==> src/rtl/ram_arbiter_pkg.sv <==
// Shared types for the two-requester RAM arbiter.
package ram_arbiter_pkg;

  // CLEAR is only reachable when RAM_ARBITER_CLEAR_EN is defined.
  typedef enum logic {
    CLEAR = 1'b0,
    RUN   = 1'b1
  } state_t;

  // Requester index, also used as the last-granted pointer.
  typedef logic req_idx_t;

  localparam int unsigned NUM_REQ = 2;

endpackage

==> src/rtl/ram_arbiter_rr.sv <==
// Two-way round-robin grant: a lone valid wins; on contention the
// requester not granted last wins. No grant while disabled.
module ram_arbiter_rr
  import ram_arbiter_pkg::*;
(
  input  logic [NUM_REQ-1:0] valid,
  input  req_idx_t           ptr,
  input  logic               enable,
  output logic [NUM_REQ-1:0] grant
);

  // One-hot grant from the valid pair and last-granted pointer.
  always_comb begin
    grant = '0;
    if (enable) begin
      unique case (valid)
        2'b01:   grant = 2'b01;
        2'b10:   grant = 2'b10;
        2'b11:   grant = ptr ? 2'b01 : 2'b10;
        default: grant = '0;
      endcase
    end
  end

endmodule

==> src/rtl/ram_arbiter.sv <==
// Two-requester controller for a single-port RAM (registered write,
// combinational read). Round-robin arbitration with a same-cycle
// valid/ready handshake; read data is registered into a one-cycle
// response pulse per requester.
// Optional: RAM_ARBITER_CLEAR_EN builds a CLEAR state that zeroes the
// whole array after reset before any request is accepted.
module ram_arbiter
  import ram_arbiter_pkg::*;
#(
  parameter int N = 6,
  parameter int M = 32
) (
  input  logic         clk,
  input  logic         rst_n,
  input  logic         req0_valid,
  output logic         req0_ready,
  input  logic         req0_we,
  input  logic [N-1:0] req0_adr,
  input  logic [M-1:0] req0_wdata,
  output logic         rsp0_valid,
  output logic [M-1:0] rsp0_rdata,
  input  logic         req1_valid,
  output logic         req1_ready,
  input  logic         req1_we,
  input  logic [N-1:0] req1_adr,
  input  logic [M-1:0] req1_wdata,
  output logic         rsp1_valid,
  output logic [M-1:0] rsp1_rdata,
  output logic         ram_we,
  output logic [N-1:0] ram_adr,
  output logic [M-1:0] ram_din,
  input  logic [M-1:0] ram_dout,
  output logic         busy
);

  state_t state_q, state_d;
  req_idx_t ptr_q, ptr_d;

  logic [NUM_REQ-1:0]        req_valid, req_we, grant;
  logic [NUM_REQ-1:0][N-1:0] req_adr;
  logic [NUM_REQ-1:0][M-1:0] req_wdata;
  logic [NUM_REQ-1:0]        rsp_valid_q, rsp_valid_d;
  logic [NUM_REQ-1:0][M-1:0] rsp_rdata_q, rsp_rdata_d;

  logic         run_en;
  logic         clr_act;
  logic [N-1:0] clr_adr;

  assign req_valid = {req1_valid, req0_valid};
  assign req_we    = {req1_we,    req0_we};
  assign req_adr   = {req1_adr,   req0_adr};
  assign req_wdata = {req1_wdata, req0_wdata};

  // Gating with rst_n keeps every output at its reset value while reset
  // is held, even though the FSM state itself already reads RUN/CLEAR.
  assign run_en = (state_q == RUN) && rst_n;

  ram_arbiter_rr u_rr (
    .valid  (req_valid),
    .ptr    (ptr_q),
    .enable (run_en),
    .grant  (grant)
  );

  assign req0_ready = grant[0];
  assign req1_ready = grant[1];

`ifdef RAM_ARBITER_CLEAR_EN
  localparam logic [N:0] CLR_LAST = {1'b0, {N{1'b1}}};

  logic [N:0] clr_cnt_q, clr_cnt_d;

  // Walk every address once, then hand over to RUN on terminal count.
  always_comb begin
    state_d   = state_q;
    clr_cnt_d = clr_cnt_q;
    if (state_q == CLEAR) begin
      clr_cnt_d = clr_cnt_q + (N+1)'(1);
      if (clr_cnt_q == CLR_LAST) state_d = RUN;
    end
  end

  // State and clear counter registers.
  always_ff @(posedge clk or negedge rst_n) begin
    if (!rst_n) begin
      state_q   <= CLEAR;
      clr_cnt_q <= '0;
    end else begin
      state_q   <= state_d;
      clr_cnt_q <= clr_cnt_d;
    end
  end

  assign clr_act = (state_q == CLEAR) && rst_n;
  assign clr_adr = clr_cnt_q[N-1:0];
  assign busy    = (state_q == CLEAR);
`else
  // Without the clear feature the block lives in RUN permanently.
  always_comb begin
    state_d = RUN;
  end

  // State register (constant RUN in this build).
  always_ff @(posedge clk or negedge rst_n) begin
    if (!rst_n) state_q <= RUN;
    else        state_q <= state_d;
  end

  assign clr_act = 1'b0;
  assign clr_adr = '0;
  assign busy    = 1'b0;
`endif

  // RAM port mux: clear walk has priority, else the granted requester.
  always_comb begin
    ram_we  = 1'b0;
    ram_adr = '0;
    ram_din = '0;
    if (clr_act) begin
      ram_we  = 1'b1;
      ram_adr = clr_adr;
    end else if (grant[0]) begin
      ram_we  = req_we[0];
      ram_adr = req_adr[0];
      ram_din = req_wdata[0];
    end else if (grant[1]) begin
      ram_we  = req_we[1];
      ram_adr = req_adr[1];
      ram_din = req_wdata[1];
    end
  end

  // Last-granted pointer follows every transfer.
  always_comb begin
    ptr_d = ptr_q;
    if (grant[0])      ptr_d = 1'b0;
    else if (grant[1]) ptr_d = 1'b1;
  end

  // Reads capture ram_dout at the accepting edge; data holds otherwise.
  always_comb begin
    rsp_valid_d = '0;
    rsp_rdata_d = rsp_rdata_q;
    for (int i = 0; i < NUM_REQ; i++) begin
      rsp_valid_d[i] = grant[i] & ~req_we[i];
      if (rsp_valid_d[i]) rsp_rdata_d[i] = ram_dout;
    end
  end

  // Pointer and response registers; pointer resets to 1 so req0 wins first.
  always_ff @(posedge clk or negedge rst_n) begin
    if (!rst_n) begin
      ptr_q       <= 1'b1;
      rsp_valid_q <= '0;
      rsp_rdata_q <= '0;
    end else begin
      ptr_q       <= ptr_d;
      rsp_valid_q <= rsp_valid_d;
      rsp_rdata_q <= rsp_rdata_d;
    end
  end

  assign rsp0_valid = rsp_valid_q[0];
  assign rsp1_valid = rsp_valid_q[1];
  assign rsp0_rdata = rsp_rdata_q[0];
  assign rsp1_rdata = rsp_rdata_q[1];

endmodule

==> config.mk <==
export PLATFORM = sky130hd
export DESIGN_NAME = ram_arbiter
export DESIGN_NICKNAME = d
export VERILOG_FILES = /design/src/rtl/ram_arbiter_pkg.sv /design/src/rtl/ram_arbiter_rr.sv /design/src/rtl/ram_arbiter.sv
export SDC_FILE = /design/constraint.sdc
export NUM_CORES = 1
export LEC_CHECK = 0
export BUFFER_PORTS_ARGS = -buffer_cell sky130_fd_sc_hd__buf_2
export CORE_MARGIN = 2
export CORE_UTILIZATION = 40
export DETAILED_ROUTE_END_ITERATION = 7
export PLACE_DENSITY = 0.8
export SYNTH_ARGS = -nofsm -noshare
export SYNTH_HDL_FRONTEND = slang
export SYNTH_SLANG_ARGS = --single-unit
==> constraint.sdc <==
create_clock -name clk -period 2.3 [get_ports clk]
set_input_delay 0.23 -clock clk [delete_from_list [all_inputs] [get_ports clk]]
set_output_delay 0.23 -clock clk [all_outputs]
set_load 0.1 [all_outputs]
==> implementation parameters <==
Parameter                              Value

Layout
  Fraction of layout instances using a drive strength above 1    75.5%
  Most common library cell in the layout ignoring fill and taps    buf_2
  Number of diodes added for antenna fixing    0
  Net count, final    534
  Count of filler cells inserted in the layout    544
  Growth of design area from synthesis to finish    70.9%
  Leading cell types in the layout, fill and taps excluded    buf_2, dfrtp_1, mux2_2

Floorplanning
  Horizontal die dimension    89.3 um
  Standard-cell row count    31
  Die Area    0.00797 sq mm
  Die height    89.3 um
  Starting density of the core    40.7%
  Total I/O pin count    222
  Placeable core region    0.00714 sq mm

Detailed routing
  Iteration-0 DRC Markers    43
  Detail-routed net length per standard cell    17.8 um
  Total vias in the final route    2,612
  Routed wire length    9350 um
  Per-cell via count in the routed design    4.98
  Drc violations    0
  Length of the first detailed-routing pass in iterations    4
  Remaining antenna violation count    0

GRT
  Via count of the first global-routing pass    2,468
  Pin count of the biggest net entering global routing    50
  Met3 demand-to-capacity share in global routing    6.28%
  Global-route usage over all layers    22.3%
  Busiest metal layer after global routing    met2
  Met1 global-route usage    26.2%
  Antenna violations before repair    0
  First-pass GRT wire length    13,000 um
  Aggregate global routing overflow    0
  Met2 routing resource usage after global routing    39.7%

Clock network
  Clock slew seen by the registers of the worst setup and hold paths    80 ps
  Clk root buf    clkbuf_8
  Clk sinks    67
  CTS buffer count    9
  Max H-tree Level    3
  TritonCTS clock tree    yes
  Clock network latency to the later pin of the worst-skew pair    340 ps
  Maximum number of buffers from clock root to sink    2

Logic synthesis
  Area of the mapped netlist    0.00291 sq mm
  Portion of synthesized cell area occupied by the leading cell type    56.8%
  Post-synthesis cell type with the largest combined area    dfrtp_1
  Number of cells produced by synthesis    195
  Number of warnings issued by yosys    0
  Post-Synthesis Mean Instance Area    14.9 sq um
  Sequential-to-total area share from yosys stat    57.7%
  Number of register bits inferred by synthesis    67
  Number of distinct library cells after synthesis    14
  Top post-synthesis cells by area    dfrtp_1, mux2_2, a22o_1
  Synthesized Nets    309

Worst setup path
  Slowest cell on crit path    dlygate4sd3_1
  Cell Chain, Critical Path    dlygate4sd3_1 -> buf_2 -> nand2_1 -> a21oi_2 -> buf_8 -> a22o_1 -> buf_12
  Worst EP arrival    1940 ps
  Worst r2r src    ptr_q$_DFFE_PN1P_
  Worst reg2reg setup slack    550 ps
  Setup crit start    rst_n
  Startpoint-to-endpoint class of the critical path    in2out
  Depth of the worst register-to-register path    4
  Worst r2r dst    rsp0_rdata[8]$_DFFE_PN0P_
  Crit-path max FO    40
  Critical path capture point type    primary output
  Data required, critical path    2070 ps
  CP peak stage delay    530 ps
  Kind of start point of the critical path    input port

STA
  Highest Clock Rate    0.461 GHz
  Fin. max-slew vios    0
  Worst-margin pin slew    600 ps
  TNS Setup    0 ps
  Setup violation total in the final timing report    0
  Fin. Hold Viols    0
  Post-layout min period    2170 ps
  Worst rel slew slack    60.0%
  Post-Route Skew    7.22 ps
  RSZ-0062 raised after global routing    no
  Period Utilization, post-route    94.3%

Placement
  Port Buffers    220
  HPWL after detailed placement    7520 um
  Global placement routability congestion    0.721

Run status
  Run status    completed

Worst hold path
  Instance count along the most critical hold path    2
  Class of the tightest hold or removal check    in2reg
  Worst hold path startpoint    ram_dout[27]
  End of the worst hold path    rsp1_rdata[27]$_DFFE_PN0P_

Pwr
  Clock share of power    15.8%
  Sequential share of power    25.4%
  Post-layout power    6.37 mW
  Switching fraction of total power    57.1%
  Lkg Pwr    2.43 nW
  Total net switching power    3.63 mW
  PwrDens    1280 mW/mm^2
  Internal Pwr Total    2.73 mW
  Relative contribution of combinational cells to total power    58.8%
  Peak supply drop    1.04 mV

Run
  Reported max-cap violation count    0
## stage by stage
step,utilization [%],cells,area [sq um],setup WS [ps],hold slack [ps]
floorplan,-,195,2920,47.7,-65.6
global route,69.6,524,4970,19.5,114
finish,69.6,524,4970,131,127
detailed placement,66.5,507,4750,525,266
CTS,69.5,524,4960,6.41,109
global placement,66.5,507,4750,537,250
## critical path, delay by kind of cell
family | cells | cell delay [ps]
AO/OA/AOI/OAI | 2 | 430
buffers and inverters | 4 | 1130
AND/OR/NAND/NOR | 1 | 130
## routing by layer
layer	up-vias	wire length, um
li1	1182	-
met2	114	5050
met4	0	69
met3	9	758
met5	-	0
met1	1307	3470
## area by class of cell
type / instances / area [sq um] / share of cell area, %
clock inverter: 7 / 82.6 / 1.66
tap: 99 / 124 / 2.49
sequential: 67 / 1680 / 33.8
timing repair buffer: 229 / 1810 / 36.4
multi-input combinational: 112 / 1150 / 23.2
clock buffer: 9 / 124 / 2.49
inverter: 1 / 3.75 / 0.0755
## worst max-delay path by stage
stage | depth (start not counted) | slack (ps) | end
final | 7 | 130 | ram_din[14]
after global placement | 5 | 540 | ram_din[14]
after floorplan | 4 | 50 | ram_adr[0]
after detailed placement | 5 | 530 | ram_din[14]
after CTS | 7 | 6 | ram_din[14]
after global routing | 7 | 20 | ram_din[14]
## Yosys cell counts
cell type and number:
conb_1 1, o21ai_0 1, inv_2 1, clkbuf_1 8
mux2_2 62, buf_6 3, a21oi_1 2, buf_4 4
dfstp_2 1, dfrtp_1 66, a22o_1 39, mux2_1 2
a211oi_4 2, nand2_1 3
## logic make-up (layout without fill, tap and decap cells)
group | count (synthesis) | after routing | synth area share (%)
compound gates | 44 | 44 | 13.6
buf+inv | 16 | 246 | 3.36
flops | 67 | 67 | 57.7
mux | 64 | 64 | 24.8
other cells | 1 | 1 | 0.129
simple gates | 3 | 3 | 0.387
## power by group through the flow
stage	Clock [mW]	Combinational (mW)	Sequential, mW
after floorplan	0	0.813	3.75
after global placement	0	3.70	1.62
after detailed placement	0	3.75	1.64
after CTS	1.03	3.76	1.62
after global routing	1.08	3.82	1.66
final	1.01	3.74	1.62
## timing repair
action / 4_1_cts / 5_1_grt
buffers inserted: 0 / 0
gates resized for setup: 0 / 3
hold buffers: 1 / 0
endpoints found under the setup margin: 0 / 28
endpoints found under the hold margin: 17 / 0
## flip-flops by register name, indices dropped and copies added (netlist names)
name,cells
rsp0_rdata,32
ptr_q,1
rsp1_rdata,32
rsp_valid_q,2
No activity file was read; power rests on OpenSTA's default activity.
